File: src/rtl/memory_access_if.sv
// Bundles the execute-side input, data-bus request/response and writeback-side
// output of the memory stage; slave is the stage's view, master is its environment.
interface memory_access_if #(
  parameter int XLEN      = 64,
  parameter int NREG_BITS = 5
);
  logic                 in_valid;
  logic                 in_ready;
  logic [XLEN-1:0]      in_aluout;
  logic [XLEN-1:0]      in_wdata;
  logic [NREG_BITS-1:0] in_dst;
  logic                 in_wen;
  logic                 in_memread;
  logic                 in_memwrite;
  logic [1:0]           in_size;
  logic                 in_unsigned;

  logic                 dreq_valid;
  logic [XLEN-1:0]      dreq_addr;
  logic [1:0]           dreq_size;
  logic [XLEN/8-1:0]    dreq_strobe;
  logic [XLEN-1:0]      dreq_data;
  logic                 dresp_data_ok;
  logic [XLEN-1:0]      dresp_data;

  logic                 out_valid;
  logic                 out_ready;
  logic [NREG_BITS-1:0] out_dst;
  logic                 out_wen;
  logic [XLEN-1:0]      out_writedata;
  logic                 out_misalign;

  modport slave (
    input  in_valid, in_aluout, in_wdata, in_dst, in_wen, in_memread, in_memwrite,
    input  in_size, in_unsigned,
    output in_ready,
    output dreq_valid, dreq_addr, dreq_size, dreq_strobe, dreq_data,
    input  dresp_data_ok, dresp_data,
    output out_valid, out_dst, out_wen, out_writedata, out_misalign,
    input  out_ready
  );

  modport master (
    output in_valid, in_aluout, in_wdata, in_dst, in_wen, in_memread, in_memwrite,
    output in_size, in_unsigned,
    input  in_ready,
    input  dreq_valid, dreq_addr, dreq_size, dreq_strobe, dreq_data,
    output dresp_data_ok, dresp_data,
    input  out_valid, out_dst, out_wen, out_writedata, out_misalign,
    output out_ready
  );
endinterface

File: src/rtl/memory_access.sv
// Pipeline memory stage: one data-bus transaction per load/store, registered result to writeback.
// Optional MEM_MISALIGN_CHECK_EN traps misaligned accesses instead of issuing them.
module memory_access #(
  parameter int XLEN      = 64,
  parameter int NREG_BITS = 5
) (
  input  logic            clk,
  input  logic            reset,
  memory_access_if.slave  bus
);
  localparam int STRB = XLEN / 8;
  localparam int OFFW = $clog2(STRB);

  localparam logic [0:0] ST_IDLE = 1'b0;
  localparam logic [0:0] ST_REQ  = 1'b1;

  function automatic logic [STRB-1:0] f_strobe(input logic [1:0] size, input logic [OFFW-1:0] off);
    logic [STRB-1:0] m;
    m = '0;
    for (int i = 0; i < STRB; i++) begin
      m[i] = (i < (32'sd1 <<< size));
    end
    return m << off;
  endfunction

  function automatic logic [XLEN-1:0] f_load(input logic [XLEN-1:0] data, input logic [OFFW-1:0] off,
                                              input logic [1:0] size, input logic uns);
    logic [XLEN-1:0] raw;
    logic [XLEN-1:0] res;
    raw = data >> {off, 3'b000};
    case (size)
      2'd0:    res = {{(XLEN-8){raw[7] & ~uns}}, raw[7:0]};
      2'd1:    res = {{(XLEN-16){raw[15] & ~uns}}, raw[15:0]};
      2'd2:    res = {{(XLEN-32){raw[31] & ~uns}}, raw[31:0]};
      default: res = raw;
    endcase
    return res;
  endfunction

  logic [0:0]           r_state;
  logic                 r_out_valid;
  logic [NREG_BITS-1:0] r_out_dst;
  logic                 r_out_wen;
  logic [XLEN-1:0]      r_out_writedata;
  logic                 r_out_misalign;
  logic                 r_dreq_valid;
  logic [XLEN-1:0]      r_dreq_addr;
  logic [1:0]           r_dreq_size;
  logic [STRB-1:0]      r_dreq_strobe;
  logic [XLEN-1:0]      r_dreq_data;
  logic [NREG_BITS-1:0] r_ld_dst;
  logic                 r_ld_wen;
  logic                 r_ld_is_load;
  logic                 r_ld_unsigned;
  logic [1:0]           r_ld_size;
  logic [OFFW-1:0]      r_ld_off;

  logic                 w_in_ready;
  logic                 w_accept;
  logic                 w_is_mem;
  logic                 w_misalign;
  logic [OFFW-1:0]      w_off;

`ifdef MEM_MISALIGN_CHECK_EN
  function automatic logic f_misaligned(input logic [2:0] addr_lo, input logic [1:0] size);
    logic r;
    case (size)
      2'd0:    r = 1'b0;
      2'd1:    r = addr_lo[0];
      2'd2:    r = |addr_lo[1:0];
      default: r = |addr_lo[2:0];
    endcase
    return r;
  endfunction

  assign w_misalign = f_misaligned(bus.in_aluout[2:0], bus.in_size);
`else
  assign w_misalign = 1'b0;
`endif

  assign w_in_ready = (r_state == ST_IDLE) && (!r_out_valid || bus.out_ready);
  assign w_accept   = bus.in_valid && w_in_ready;
  assign w_is_mem   = bus.in_memread || bus.in_memwrite;
  assign w_off      = bus.in_aluout[OFFW-1:0];

  // Stage FSM, bus request registers and writeback result register
  always_ff @(posedge clk) begin
    if (!reset) begin
      r_state         <= ST_IDLE;
      r_out_valid     <= 1'b0;
      r_out_dst       <= '0;
      r_out_wen       <= 1'b0;
      r_out_writedata <= '0;
      r_out_misalign  <= 1'b0;
      r_dreq_valid    <= 1'b0;
      r_dreq_addr     <= '0;
      r_dreq_size     <= 2'd0;
      r_dreq_strobe   <= '0;
      r_dreq_data     <= '0;
      r_ld_dst        <= '0;
      r_ld_wen        <= 1'b0;
      r_ld_is_load    <= 1'b0;
      r_ld_unsigned   <= 1'b0;
      r_ld_size       <= 2'd0;
      r_ld_off        <= '0;
    end else begin
      case (r_state)
        ST_IDLE: begin
          if (w_accept && w_is_mem && !w_misalign) begin
            r_state       <= ST_REQ;
            r_dreq_valid  <= 1'b1;
            r_dreq_addr   <= bus.in_aluout;
            r_dreq_size   <= bus.in_size;
            r_dreq_strobe <= bus.in_memwrite ? f_strobe(bus.in_size, w_off) : '0;
            r_dreq_data   <= bus.in_memwrite ? (bus.in_wdata << {w_off, 3'b000}) : '0;
            r_ld_dst      <= bus.in_dst;
            r_ld_wen      <= bus.in_wen;
            r_ld_is_load  <= bus.in_memread;
            r_ld_unsigned <= bus.in_unsigned;
            r_ld_size     <= bus.in_size;
            r_ld_off      <= w_off;
            r_out_valid   <= 1'b0;
          end else if (w_accept) begin
            // ALU result, or a trapped misaligned access reporting its address
            r_out_valid     <= 1'b1;
            r_out_dst       <= bus.in_dst;
            r_out_wen       <= w_misalign ? 1'b0 : bus.in_wen;
            r_out_writedata <= bus.in_aluout;
            r_out_misalign  <= w_misalign;
          end else if (bus.out_ready) begin
            r_out_valid <= 1'b0;
          end else begin
            r_out_valid <= r_out_valid;
          end
        end
        ST_REQ: begin
          if (bus.dresp_data_ok) begin
            r_state         <= ST_IDLE;
            r_dreq_valid    <= 1'b0;
            r_out_valid     <= 1'b1;
            r_out_dst       <= r_ld_dst;
            r_out_wen       <= r_ld_is_load && r_ld_wen;
            r_out_writedata <= r_ld_is_load ? f_load(bus.dresp_data, r_ld_off, r_ld_size, r_ld_unsigned) : '0;
            r_out_misalign  <= 1'b0;
          end else if (bus.out_ready) begin
            r_out_valid <= 1'b0;
          end else begin
            r_out_valid <= r_out_valid;
          end
        end
        default: begin
          r_state      <= ST_IDLE;
          r_dreq_valid <= 1'b0;
          r_out_valid  <= 1'b0;
        end
      endcase
    end
  end

  assign bus.in_ready      = w_in_ready;
  assign bus.dreq_valid    = r_dreq_valid;
  assign bus.dreq_addr     = r_dreq_addr;
  assign bus.dreq_size     = r_dreq_size;
  assign bus.dreq_strobe   = r_dreq_strobe;
  assign bus.dreq_data     = r_dreq_data;
  assign bus.out_valid     = r_out_valid;
  assign bus.out_dst       = r_out_dst;
  assign bus.out_wen       = r_out_wen;
  assign bus.out_writedata = r_out_writedata;
  assign bus.out_misalign  = r_out_misalign;
endmodule
File: src/flat_wrapper.sv
// flat-port wrapper written by rule: the top's interface ports become plain ports
module memory_access_flat 
#(
  parameter int XLEN      = 64,
  parameter int NREG_BITS = 5
)
  (clk, reset, bus_in_valid, bus_in_aluout, bus_in_wdata, bus_in_dst, bus_in_wen, bus_in_memread, bus_in_memwrite, bus_in_size, bus_in_unsigned, bus_in_ready, bus_dreq_valid, bus_dreq_addr, bus_dreq_size, bus_dreq_strobe, bus_dreq_data, bus_dresp_data_ok, bus_dresp_data, bus_out_valid, bus_out_dst, bus_out_wen, bus_out_writedata, bus_out_misalign, bus_out_ready);
  memory_access_if #(.XLEN(XLEN), .NREG_BITS(NREG_BITS)) bus_i ();
  input  logic clk;
  input  logic reset;
  input wire logic [$bits(bus_i.in_valid)-1:0] bus_in_valid;
  input wire logic [$bits(bus_i.in_aluout)-1:0] bus_in_aluout;
  input wire logic [$bits(bus_i.in_wdata)-1:0] bus_in_wdata;
  input wire logic [$bits(bus_i.in_dst)-1:0] bus_in_dst;
  input wire logic [$bits(bus_i.in_wen)-1:0] bus_in_wen;
  input wire logic [$bits(bus_i.in_memread)-1:0] bus_in_memread;
  input wire logic [$bits(bus_i.in_memwrite)-1:0] bus_in_memwrite;
  input wire logic [$bits(bus_i.in_size)-1:0] bus_in_size;
  input wire logic [$bits(bus_i.in_unsigned)-1:0] bus_in_unsigned;
  output wire logic [$bits(bus_i.in_ready)-1:0] bus_in_ready;
  output wire logic [$bits(bus_i.dreq_valid)-1:0] bus_dreq_valid;
  output wire logic [$bits(bus_i.dreq_addr)-1:0] bus_dreq_addr;
  output wire logic [$bits(bus_i.dreq_size)-1:0] bus_dreq_size;
  output wire logic [$bits(bus_i.dreq_strobe)-1:0] bus_dreq_strobe;
  output wire logic [$bits(bus_i.dreq_data)-1:0] bus_dreq_data;
  input wire logic [$bits(bus_i.dresp_data_ok)-1:0] bus_dresp_data_ok;
  input wire logic [$bits(bus_i.dresp_data)-1:0] bus_dresp_data;
  output wire logic [$bits(bus_i.out_valid)-1:0] bus_out_valid;
  output wire logic [$bits(bus_i.out_dst)-1:0] bus_out_dst;
  output wire logic [$bits(bus_i.out_wen)-1:0] bus_out_wen;
  output wire logic [$bits(bus_i.out_writedata)-1:0] bus_out_writedata;
  output wire logic [$bits(bus_i.out_misalign)-1:0] bus_out_misalign;
  input wire logic [$bits(bus_i.out_ready)-1:0] bus_out_ready;
  assign bus_i.in_valid = bus_in_valid;
  assign bus_i.in_aluout = bus_in_aluout;
  assign bus_i.in_wdata = bus_in_wdata;
  assign bus_i.in_dst = bus_in_dst;
  assign bus_i.in_wen = bus_in_wen;
  assign bus_i.in_memread = bus_in_memread;
  assign bus_i.in_memwrite = bus_in_memwrite;
  assign bus_i.in_size = bus_in_size;
  assign bus_i.in_unsigned = bus_in_unsigned;
  assign bus_in_ready = bus_i.in_ready;
  assign bus_dreq_valid = bus_i.dreq_valid;
  assign bus_dreq_addr = bus_i.dreq_addr;
  assign bus_dreq_size = bus_i.dreq_size;
  assign bus_dreq_strobe = bus_i.dreq_strobe;
  assign bus_dreq_data = bus_i.dreq_data;
  assign bus_i.dresp_data_ok = bus_dresp_data_ok;
  assign bus_i.dresp_data = bus_dresp_data;
  assign bus_out_valid = bus_i.out_valid;
  assign bus_out_dst = bus_i.out_dst;
  assign bus_out_wen = bus_i.out_wen;
  assign bus_out_writedata = bus_i.out_writedata;
  assign bus_out_misalign = bus_i.out_misalign;
  assign bus_i.out_ready = bus_out_ready;
  memory_access #(.XLEN(XLEN), .NREG_BITS(NREG_BITS)) u_core (.clk(clk), .reset(reset), .bus(bus_i));
endmodule
File: config.mk
export PLATFORM = sky130hd
export DESIGN_NAME = memory_access_flat
export DESIGN_NICKNAME = d
export VERILOG_FILES = /design/src/rtl/memory_access_if.sv /design/src/rtl/memory_access.sv /design/src/flat_wrapper.sv
export SDC_FILE = /design/constraint.sdc
export NUM_CORES = 1
export LEC_CHECK = 0
export ABC_AREA = 1
export CAP_MARGIN = 10
export CORE_ASPECT_RATIO = 0.6
export CORE_UTILIZATION = 31
export CTS_BUF_LIST = sky130_fd_sc_hd__clkbuf_16
export CTS_CLUSTER_DIAMETER = 50
export DETAILED_ROUTE_END_ITERATION = 10
export GPL_TIMING_DRIVEN = 0
export HOLD_SLACK_MARGIN = 0.1
export PLACE_DENSITY = 0.67
export SLEW_MARGIN = 40
export SYNTH_ARGS = -nofsm -noshare
export SYNTH_HDL_FRONTEND = slang
export SYNTH_SLANG_ARGS = --single-unit
File: constraint.sdc
create_clock -name clk -period 1.75 [get_ports clk]
set_clock_uncertainty 0.05 [all_clocks]
set_input_delay 0.35 -clock clk [delete_from_list [all_inputs] [get_ports clk]]
set_output_delay 0.35 -clock clk [all_outputs]
set_load 0.01 [all_outputs]
=== Word level (Yosys, flattened, before mapping) ===
Index checks and enable logic that the tools add are counted.
Widths: inputs -> output; s select.

* Order comparisons: 8
* Equality and inequality tests: 6
* Shifts and indexed selects: 4
* Multiplexer cells: 30
* Bitwise logic cells: 5
* Reductions and logical operators: 11

{| class="wikitable"
|+ Operators by type and width
! cell !! number
|-
| $mux 64 || 5
|-
| $pmux 64 s3 || 1
|-
| $lt 4x32->1 const A || 4
|-
| $pmux 64 s2 || 1
|-
| $lt 3x32->1 const A || 2
|-
| $shl 64x6->64 || 1
|-
| $shr 64x6->64 || 1
|-
| $lt 1x32->1 const A || 1
|-
| $lt 2x32->1 const A || 1
|-
| $sshl 2x2->32 const A || 1
|-
| $mux 5 || 3
|-
| $mux 1 || 13
|-
| $pmux 1 s2 || 5
|-
| $pmux 5 s2 || 1
|-
| $mux 8 || 1
|-
| $shl 8x3->8 || 1
|-
| $ne 2x2->1 const B || 3
|-
| $logic_and 1x1->1 || 4
|-
| $reduce_and 2->1 || 2
|-
| $and 1x1->1 || 3
|-
| $reduce_and 3->1 || 1
|-
| $eq 2x1->1 const B || 1
|-
| $eq 2x2->1 const B || 1
|-
| $logic_not 2->1 || 1
|-
| other kinds (4) || 6
|}

* Register bits after elaboration: 223
* Bits of input ports: 208

=== Logic depth before layout (Yosys ltp) ===
Gate-level depths: netlist of run 1.

* Depth after elaboration: 7
* Depth in mapped cells: 14
* Mapped depth without buffers: 11

=== Worst setup path after synthesis of run 1 ===
Ideal clock, no wire load.

* Path kind: reg-to-reg
* From: register u_core.bus.dreq_addr[2] (netlist name)
* To: register u_core.r_out_writedata[56] (netlist: u_core.bus.out_writedata[56])
* Library setup time: 0.119 ns
* Arrival time: 1.489 ns
* Data required time: 1.581 ns
* Slack: 0.091 ns
* Cell stages (with the launch flop): 12
* Path buffers: 2
* Period minus slack after synthesis: 1.659 ns
* Cells stage by stage: dfxtp_1 -> buf_2 -> clkinv_1 -> nand3_1 -> nand2_1 -> nand2_2 -> nand2_2 -> inv_2 -> nand2_4 -> buf_6 -> nand3_1 -> a21oi_1

{| class="wikitable"
|+ RTL lines
! item !! line !! source
|-
| to (signal assigned) || memory_access.sv:128 || <nowiki>r_out_writedata <= bus.in_aluout;</nowiki>
|-
| to (signal assigned) || memory_access.sv:143 || <nowiki>r_out_writedata <= r_ld_is_load ? f_load(bus.dresp_data, r_ld_off, r_ld_size, r_ld_unsigned) : '0;</nowiki>
|-
| to (decl) || memory_access.sv:44 || <nowiki>logic [XLEN-1:0] r_out_writedata;</nowiki>
|}

=== Worst setup path after layout of run 1 ===
* From: register u_core.r_ld_off[0]
* To: register u_core.r_out_writedata[32] (netlist: u_core.bus.out_writedata[32])

* Cells in the longest elaborated chain, start to end: 6
* Elaborated cells between the ends (all ways): 8
* Those cells by class: 1 x shift; 4 x mux; 3 x bitwise

{| class="wikitable"
|+ Ends and longest elaborated chain
! item !! line !! source
|-
| from (decl) || memory_access.sv:56 || <nowiki>logic [OFFW-1:0] r_ld_off;</nowiki>
|-
| from (signal assigned) || memory_access.sv:121 || <nowiki>r_ld_off <= w_off;</nowiki>
|-
| $shr 64x6->64 * || memory_access.sv:30 || <nowiki>raw = data >> {off, 3'b000};</nowiki>
|-
| $and 1x1->1, on equally long branches || memory_access.sv:34, memory_access.sv:32, memory_access.sv:33 ||
|-
| $pmux 64 s3 * || memory_access.sv:31 || <nowiki>case (size)</nowiki>
|-
| $mux 64 * || memory_access.sv:143 ||
|-
| $mux 64 * || memory_access.sv:137 || <nowiki>if (bus.dresp_data_ok) begin</nowiki>
|-
| $pmux 64 s2 * || memory_access.sv:107 || <nowiki>case (r_state)</nowiki>
|}

Mark *: on every way between the ends. The rest lies on a longest branch, timed or not. The select of a mux whose other input is x is not followed.
A chain may end at the register's enable or synchronous reset.

==> metrics.md, run 1 <==
| Metric | Value |
|---|---|
| Setup CP Type | register to register |
| Inst Count DP | 2685 |
| FFs w/ async S/R, synth | 0% |
| CTS Buf Count | 27 |
| Maximum fanout along the worst path | 8 |
| CTS tree | built |
| Final setup margin | -262.5 ps |
| Main synth FF type | dfxtp_1 |
| Worst EP arrival | 2460 ps |
| DR pass1 iterations | 7 |
| Simple-Gate Fraction of Synth Area | 23.37% |
| Clk slew on worst S/H paths | 70 ps |
| Die span in x | 252.1 µm |
| First-pass GRT wire length | 103000 µm |
| Crit start category | register |
| Commonest cells after routing, fill and taps aside | nand2_1, dfxtp_1, dlygate4sd2_1 |
| Max_slew headroom | 32.08% |
| Worst-Skew Late Latency | 560 ps |
| Syn Inst Count | 1765 |
| Gr usage total | 37.10% |
| Distinct cells, synth | 35 |
| Total Power | 17.15 mW |
| Hold buffers post-CTS | 0 |
| Port Buffer Count | 416 |
| Status | finished with violations |
| Hold Vio Cnt, Final | 0 |
| Worst Setup End Kind | register |
| Final net count | 2471 |
| Failing checks | negative setup slack |
| Routed Antenna Nets | 0 |
| Root Buffer | clkbuf_16 |
| EDFF count, synth | 0 |
| Post-Syn Area | 11640 µm² |
| P_leak | 8.251 nW |
| Compound-gate portion of the synthesized area | 29.56% |
| Largest family of logic cells by synthesized area | compound AO/OA/AOI/OAI gates |
| Via count | 15347 |
| H-tree levels | 1 |
| Final Setup Violations | 71 |
| Vias in the first global route | 14308 |
| Commonest non-fill, non-tap cell in the layout | nand2_1 |
| Total global routing overflow | 0 |
| Post-route DRC | 0 |
| Period utilization | 115.0% |
| Post-Syn Nets | 1973 |
| Pwr/cell area | 882.2 nW/µm² |
| WL final | 74260 µm |
| Largest net degree at the start of global routing | 17 |
| Floorplan Core Area | 36620 µm² |
| Std-Cell Rows | 54 |
| Fin. max-slew vios | 0 |
| Layout cells sized above 1 | 21.07% |
| Max-Cap Viols | 0 |
| Max VDD drop | 0.7873 mV |
| Layout Area Growth over Synthesis | 67.02% |
| Post-synthesis adder-cell area fraction | 0% |
| Minimum clock period after layout | 2012 ps |
| WL/cell | 26.60 µm |
| Initial antenna violation count | 6 |
| DRT iter0 DRCs | 1947 |
| RePlAce Congestion | 1.024 |
| Die height | 152.1 µm |
| Syn_area_per_cell | 6.594 µm² |
| Mux cell area share after synthesis | 1.032% |
| Post-Synth XOR/XNOR Area | 0% |
| Clock buffer depth | 3 |
| HP Class | input port to register |
| Post-synthesis register bit count | 219 |
| Sequential-to-total area share from yosys stat | 37.67% |
| Starting Density | 31.78% |
| Final std cells w/o fill | 2792 |
| Fmax | 496.9 MHz |
| DPL Wire Length | 59410 µm |
| RSZ-0062 raised after global routing | yes |
| # IOs | 420 |
| Sink Count | 219 |
| Vias/cell | 5.497 |
| Post-Route Utilization | 53.08% |
| WP data required | 2200 ps |
| Slew @ Worst Pin | 1008 ps |
| Die ar. | 38350 µm² |
| Ys Warns | 0 |
-- cells in the mapped netlist (5+ instances only) --
cell type | instances | area, µm²
buf_1 | 6 | 22.52
a211oi_1 | 5 | 37.54
o211ai_1 | 63 | 473.0
mux2i_1 | 12 | 120.1
a31oi_1 | 6 | 37.54
or2_2 | 26 | 162.7
inv_1 | 56 | 210.2
o311ai_0 | 5 | 43.79
dfxtp_1 | 219 | 4384
buf_6 | 6 | 67.56
o31ai_1 | 5 | 37.54
buf_4 | 5 | 37.54
nand3_1 | 81 | 405.4
inv_2 | 8 | 30.03
o21ai_1 | 10 | 50.05
o21ai_0 | 293 | 1466
a21oi_1 | 249 | 1246
nand2_1 | 365 | 1370
buf_2 | 50 | 250.2
clkbuf_1 | 90 | 337.8
nor2_1 | 180 | 675.7
-- power by group --
| part | total, mW | leakage, nW | internal [mW] | switching (mW) |
|---|---|---|---|---|
| clock | 5.71 | 0.429 | 3.18 | 2.53 |
| combinational | 5.78 | 6.02 | 2.33 | 3.46 |
| sequential | 5.66 | 1.80 | 5.41 | 0.252 |
| total | 17.1 | 8.25 | 10.9 | 6.24 |
-- critical path, cell delays in order (launching register included) --
cell and delay, ps:
dfxtp_4 380, buf_12 150, clkinv_8 80, buf_12 140, nand2_4 60, nand3_4 70
nand3_4 100, nand3_4 140, nand2_4 140, clkinv_8 80, nand2_8 150, buf_6 130
nand3_4 110, a21oi_2 160
-- sequential cells by signal (all words and copies together), names as in the netlist, 2 cells and up --
signal                    flops
u_core.bus.dreq_strobe        8
u_core.bus.dreq_data         64
u_core.r_ld_off               2
u_core.bus.dreq_addr         62
u_core.bus.out_dst            5
u_core.r_ld_size              2
u_core.bus.out_writedata     64
u_core.r_ld_dst               5
-- worst paths after layout --
path	startpoint	to	slack, ps	cells past startpoint
setup / recovery	u_core.r_ld_off[0]	u_core.bus.out_writedata[32]	-260	13
hold / removal	bus_in_dst[0]	u_core.r_ld_dst[0]	340	3
setup reg to reg	u_core.r_ld_off[0]	u_core.bus.out_writedata[32]	-260	13
hold reg to reg	u_core.r_ld_wen	u_core.r_ld_wen	410	2
-- layout make-up --
class	count	area [µm²]
antenna	5	12.51
clock buffer	27	675.6
tap	504	630.6
fill	3615	17180
timing repair buffer	472	4524
inverter	67	296.5
clock inverter	22	211.5
multi-input combinational	1322	7461
sequential	219	4397
buffer	154	1230
-- stage by stage --
step | setup slack (ps) | hold WS [ps] | area [µm²] | TNS (ps)
2_1_floorplan | 91.22 | 373.7 | 11640 | 0
3_3_place_gp | -1272 | 385.4 | 16430 | -177630
3_5_place_dp | -1086 | 394.4 | 16440 | -157960
4_1_cts | -189.2 | 320.9 | 18310 | -5673
5_1_grt | -321.2 | 351.8 | 19430 | -16170
6_report | -262.5 | 342.8 | 19440 | -11600
-- cell families (layout without fill, tap and decap cells) --
family,Yosys count,in the layout
simple gates,666,666
compound gates,643,643
buf+inv,224,742
flops,219,219
mux,12,12
other cells,1,6
-- repair_timing --
action / CTS / global route
setup endpoints to repair: 429 / 180
gates cloned: 5 / 4
resized for setup: 569 / 335
pin swaps: 50 / 63
buffers inserted: 33 / 16
-- layer usage --
metal,vias up,routed length (µm),global-route usage (%)
met3,89,8334,10.47
li1,7025,-,-
met1,7361,36480,58.36
met2,870,28180,48.73
met5,-,13,0
met4,2,1251,7.215
Power figures use the tool's default switching activity.
==> run 2: changes to the inputs <==
==> constraint.sdc (replaced) <==
create_clock -name clk -period 1.75 [get_ports clk]
set_clock_uncertainty 0.05 [all_clocks]
set_input_delay 0.525 -clock clk [delete_from_list [all_inputs] [get_ports clk]]
set_output_delay 0.525 -clock clk [all_outputs]
set_load 0.01 [all_outputs]
==> metrics.md, run 2 (synthesized netlist as in run 1, its figures left out) <==
| Metric | Value |
|---|---|
| Status | finished with violations (unchanged) |
| Failing checks | negative setup slack (unchanged) |
| Slew @ Worst Pin | 806.5 ps (was 1008 ps) |
| Hold buffers post-CTS | 0 (unchanged) |
| Die height | 152.1 µm (unchanged) |
| Minimum clock period after layout | 1959 ps (was 2012 ps) |
| Floorplan Core Area | 36620 µm² (unchanged) |
| Fmax | 510.4 MHz (was 496.9 MHz) |
| Setup CP Type | register to register (unchanged) |
| Reg2Reg Setup Slack | -210 ps (was -260 ps) |
| Cells on worst reg2reg path | 12 (was 13) |
| Total global routing overflow | 0 (unchanged) |
| # IOs | 420 (unchanged) |
| Number of fill cells | 3442 (was 3615) |
| Final setup margin | -209.2 ps (was -262.5 ps) |
| WL/cell | 26.94 µm (was 26.60 µm) |
| Routed Antenna Nets | 0 (unchanged) |
| Commonest non-fill, non-tap cell in the layout | nand2_1 (unchanged) |
| Vias/cell | 5.572 (was 5.497) |
| Pwr/cell area | 848.6 nW/µm² (was 882.2 nW/µm²) |
| Sw Share | 37.09% (was 36.39%) |
| Starting Density | 31.78% (unchanged) |
| Clock buffer depth | 3 (unchanged) |
| Vias in the first global route | 14993 (was 14308) |
| Internal power | 10.77 mW (was 10.91 mW) |
| Min-delay src | bus_in_memread (was bus_in_dst[0]) |
| DR pass1 iterations | 6 (was 7) |
| Fin. max-slew vios | 0 (unchanged) |
| Sequential share of power | 33.3% (was 33.0%) |
| DRT iter0 DRCs | 1838 (was 1947) |
| Commonest cells after routing, fill and taps aside | nand2_1, clkdlybuf4s50_1, a21oi_1 (was nand2_1, dfxtp_1, dlygate4sd2_1) |
| Worst Setup End Kind | register (unchanged) |
| Final net count | 2495 (was 2471) |
| Max_slew headroom | 45.99% (was 32.08%) |
| Gr usage total | 37.80% (was 37.10%) |
| DPL Wire Length | 59260 µm (was 59410 µm) |
| Via count | 15720 (was 15347) |
| H-tree levels | 1 (unchanged) |
| Port Buffer Count | 416 (unchanged) |
| Std-Cell Rows | 54 (unchanged) |
| Root Buffer | clkbuf_16 (unchanged) |
| WHS Path Cells | 3 (unchanged) |
| CTS tree | built (unchanged) |
| Period utilization | 112.0% (was 115.0%) |
| Crit start category | register (unchanged) |
| Reg2reg start | u_core.bus.out_valid (was u_core.r_ld_off[0]) |
| WP data required | 2140 ps (was 2200 ps) |
| Comb pwr share | 36.5% (was 33.7%) |
| Largest net degree at the start of global routing | 14 (was 17) |
| Max-Cap Viols | 0 (unchanged) |
| Maximum fanout along the worst path | 5 (was 8) |
| Total Power | 17.13 mW (was 17.15 mW) |
| Hold Vio Cnt, Final | 0 (unchanged) |
| Final Setup Violations | 73 (was 71) |
| Worst-Skew Late Latency | 580 ps (was 560 ps) |
| Die span in x | 252.1 µm (unchanged) |
| Sink Count | 219 (unchanged) |
| First-pass GRT wire length | 104900 µm (was 103000 µm) |
| Post-route DRC | 0 (unchanged) |
| Layout Area Growth over Synthesis | 73.40% (was 67.02%) |
| RePlAce Congestion | 1.041 (was 1.024) |
| HP Class | input port to register (unchanged) |
| Max VDD drop | 0.7761 mV (was 0.7873 mV) |
| WHS Endpoint | u_core.r_ld_is_load (was u_core.r_ld_dst[0]) |
| Hold WS | 290.3 ps (was 342.8 ps) |
| Initial antenna violation count | 16 (was 6) |
| Die ar. | 38350 µm² (unchanged) |
| Clock power frac | 30.1% (was 33.3%) |
| CTS Buf Count | 26 (was 27) |
| RSZ-0062 raised after global routing | yes (unchanged) |
| Net Switching | 6.352 mW (was 6.240 mW) |
| P_leak | 8.128 nW (was 8.251 nW) |
| Reg-to-reg critical path endpoint | u_core.bus.out_writedata[9] (was u_core.bus.out_writedata[32]) |
| Worst EP arrival | 2340 ps (was 2460 ps) |
| Clk slew on worst S/H paths | 70 ps (about the same) |
| WL final | 75990 µm (was 74260 µm) |
| Layout cells sized above 1 | 33.64% (was 21.07%) |
==> run 2: worst max path at each step <==
stage | from | end | cells past startpoint
floorplan | bus_out_ready | u_core.bus.out_writedata[25] | 10
global placement | reset | u_core.r_ld_size[0] | 5
detailed placement | bus_out_ready | u_core.bus.dreq_addr[11] | 8
CTS | u_core.r_ld_off[0] | u_core.bus.out_writedata[33] | 14
global route | u_core.r_ld_off[0] | u_core.bus.out_writedata[22] | 11
finish | u_core.bus.out_valid | u_core.bus.out_writedata[9] | 12
==> run 2: cell type report <==
cell class,count,area (µm²),area share (%)
Antenna cell,13,32.53,0.1612
Buffer,156,1420,7.037
Clock buffer,26,650.6,3.224
Clock inverter,19,126.4,0.6262
Inverter,67,301.5,1.494
Multi-Input combinational cell,1322,7835,38.82
Sequential cell,219,4463,22.11
Tap cell,504,630.6,3.125
Timing Repair Buffer,495,4722,23.40
==> run 2: routing by layer <==
layer / global-route usage, % / vias up / routed length, µm
met5: 0 / - / 6
met4: 10.04 / 2 / 1953
met3: 20.42 / 122 / 10670
met2: 48.51 / 879 / 28670
met1: 53.32 / 7625 / 34690
li1: - / 7092 / -
==> run 2: worst max-delay path, stage by stage (launching register included) <==
cell	delay, ps
dfxtp_2	350
inv_2	50
nor2_4	150
nor3b_4	80
buf_6	130
nand2_8	60
nand2_4	50
nor2_4	190
inv_4	110
buf_12	180
buf_6	120
a21oi_4	210
a21oi_1	100
==> run 2: per-stage QoR <==
step | instance area, µm² | utilization (%) | worst slack [ps] | std cells | TNS [ps]
after detailed placement | 16450 | 44.91 | -1166 | 2685 | -199460
after global routing | 20180 | 55.11 | -248.0 | 2821 | -13780
after CTS | 19310 | 52.73 | -170.5 | 2795 | -6215
after global placement | 16430 | 44.88 | -1400 | 2685 | -210350
after floorplan | 11640 | - | 20.31 | 1765 | 0
final | 20180 | 55.11 | -209.2 | 2821 | -10090
==> run 2: power by group through the flow <==
stage / clock network, mW / logic [mW] / registers [mW]
floorplan: 0 / 1.90 / 5.90
global placement: 0 / 4.60 / 5.75
detailed placement: 0 / 4.59 / 5.76
CTS: 5.17 / 5.62 / 5.68
global route: 5.38 / 6.53 / 5.75
finish: 5.16 / 6.26 / 5.71
==> run 2: timing repair <==
| item | 4_1_cts | 5_1_grt |
|---|---|---|
| resized for setup | 1052 | 511 |
| cloned | 16 | 6 |
| pin swaps | 77 | 63 |
| setup endpoints to repair | 429 | 336 |
| setup buffers | 49 | 12 |
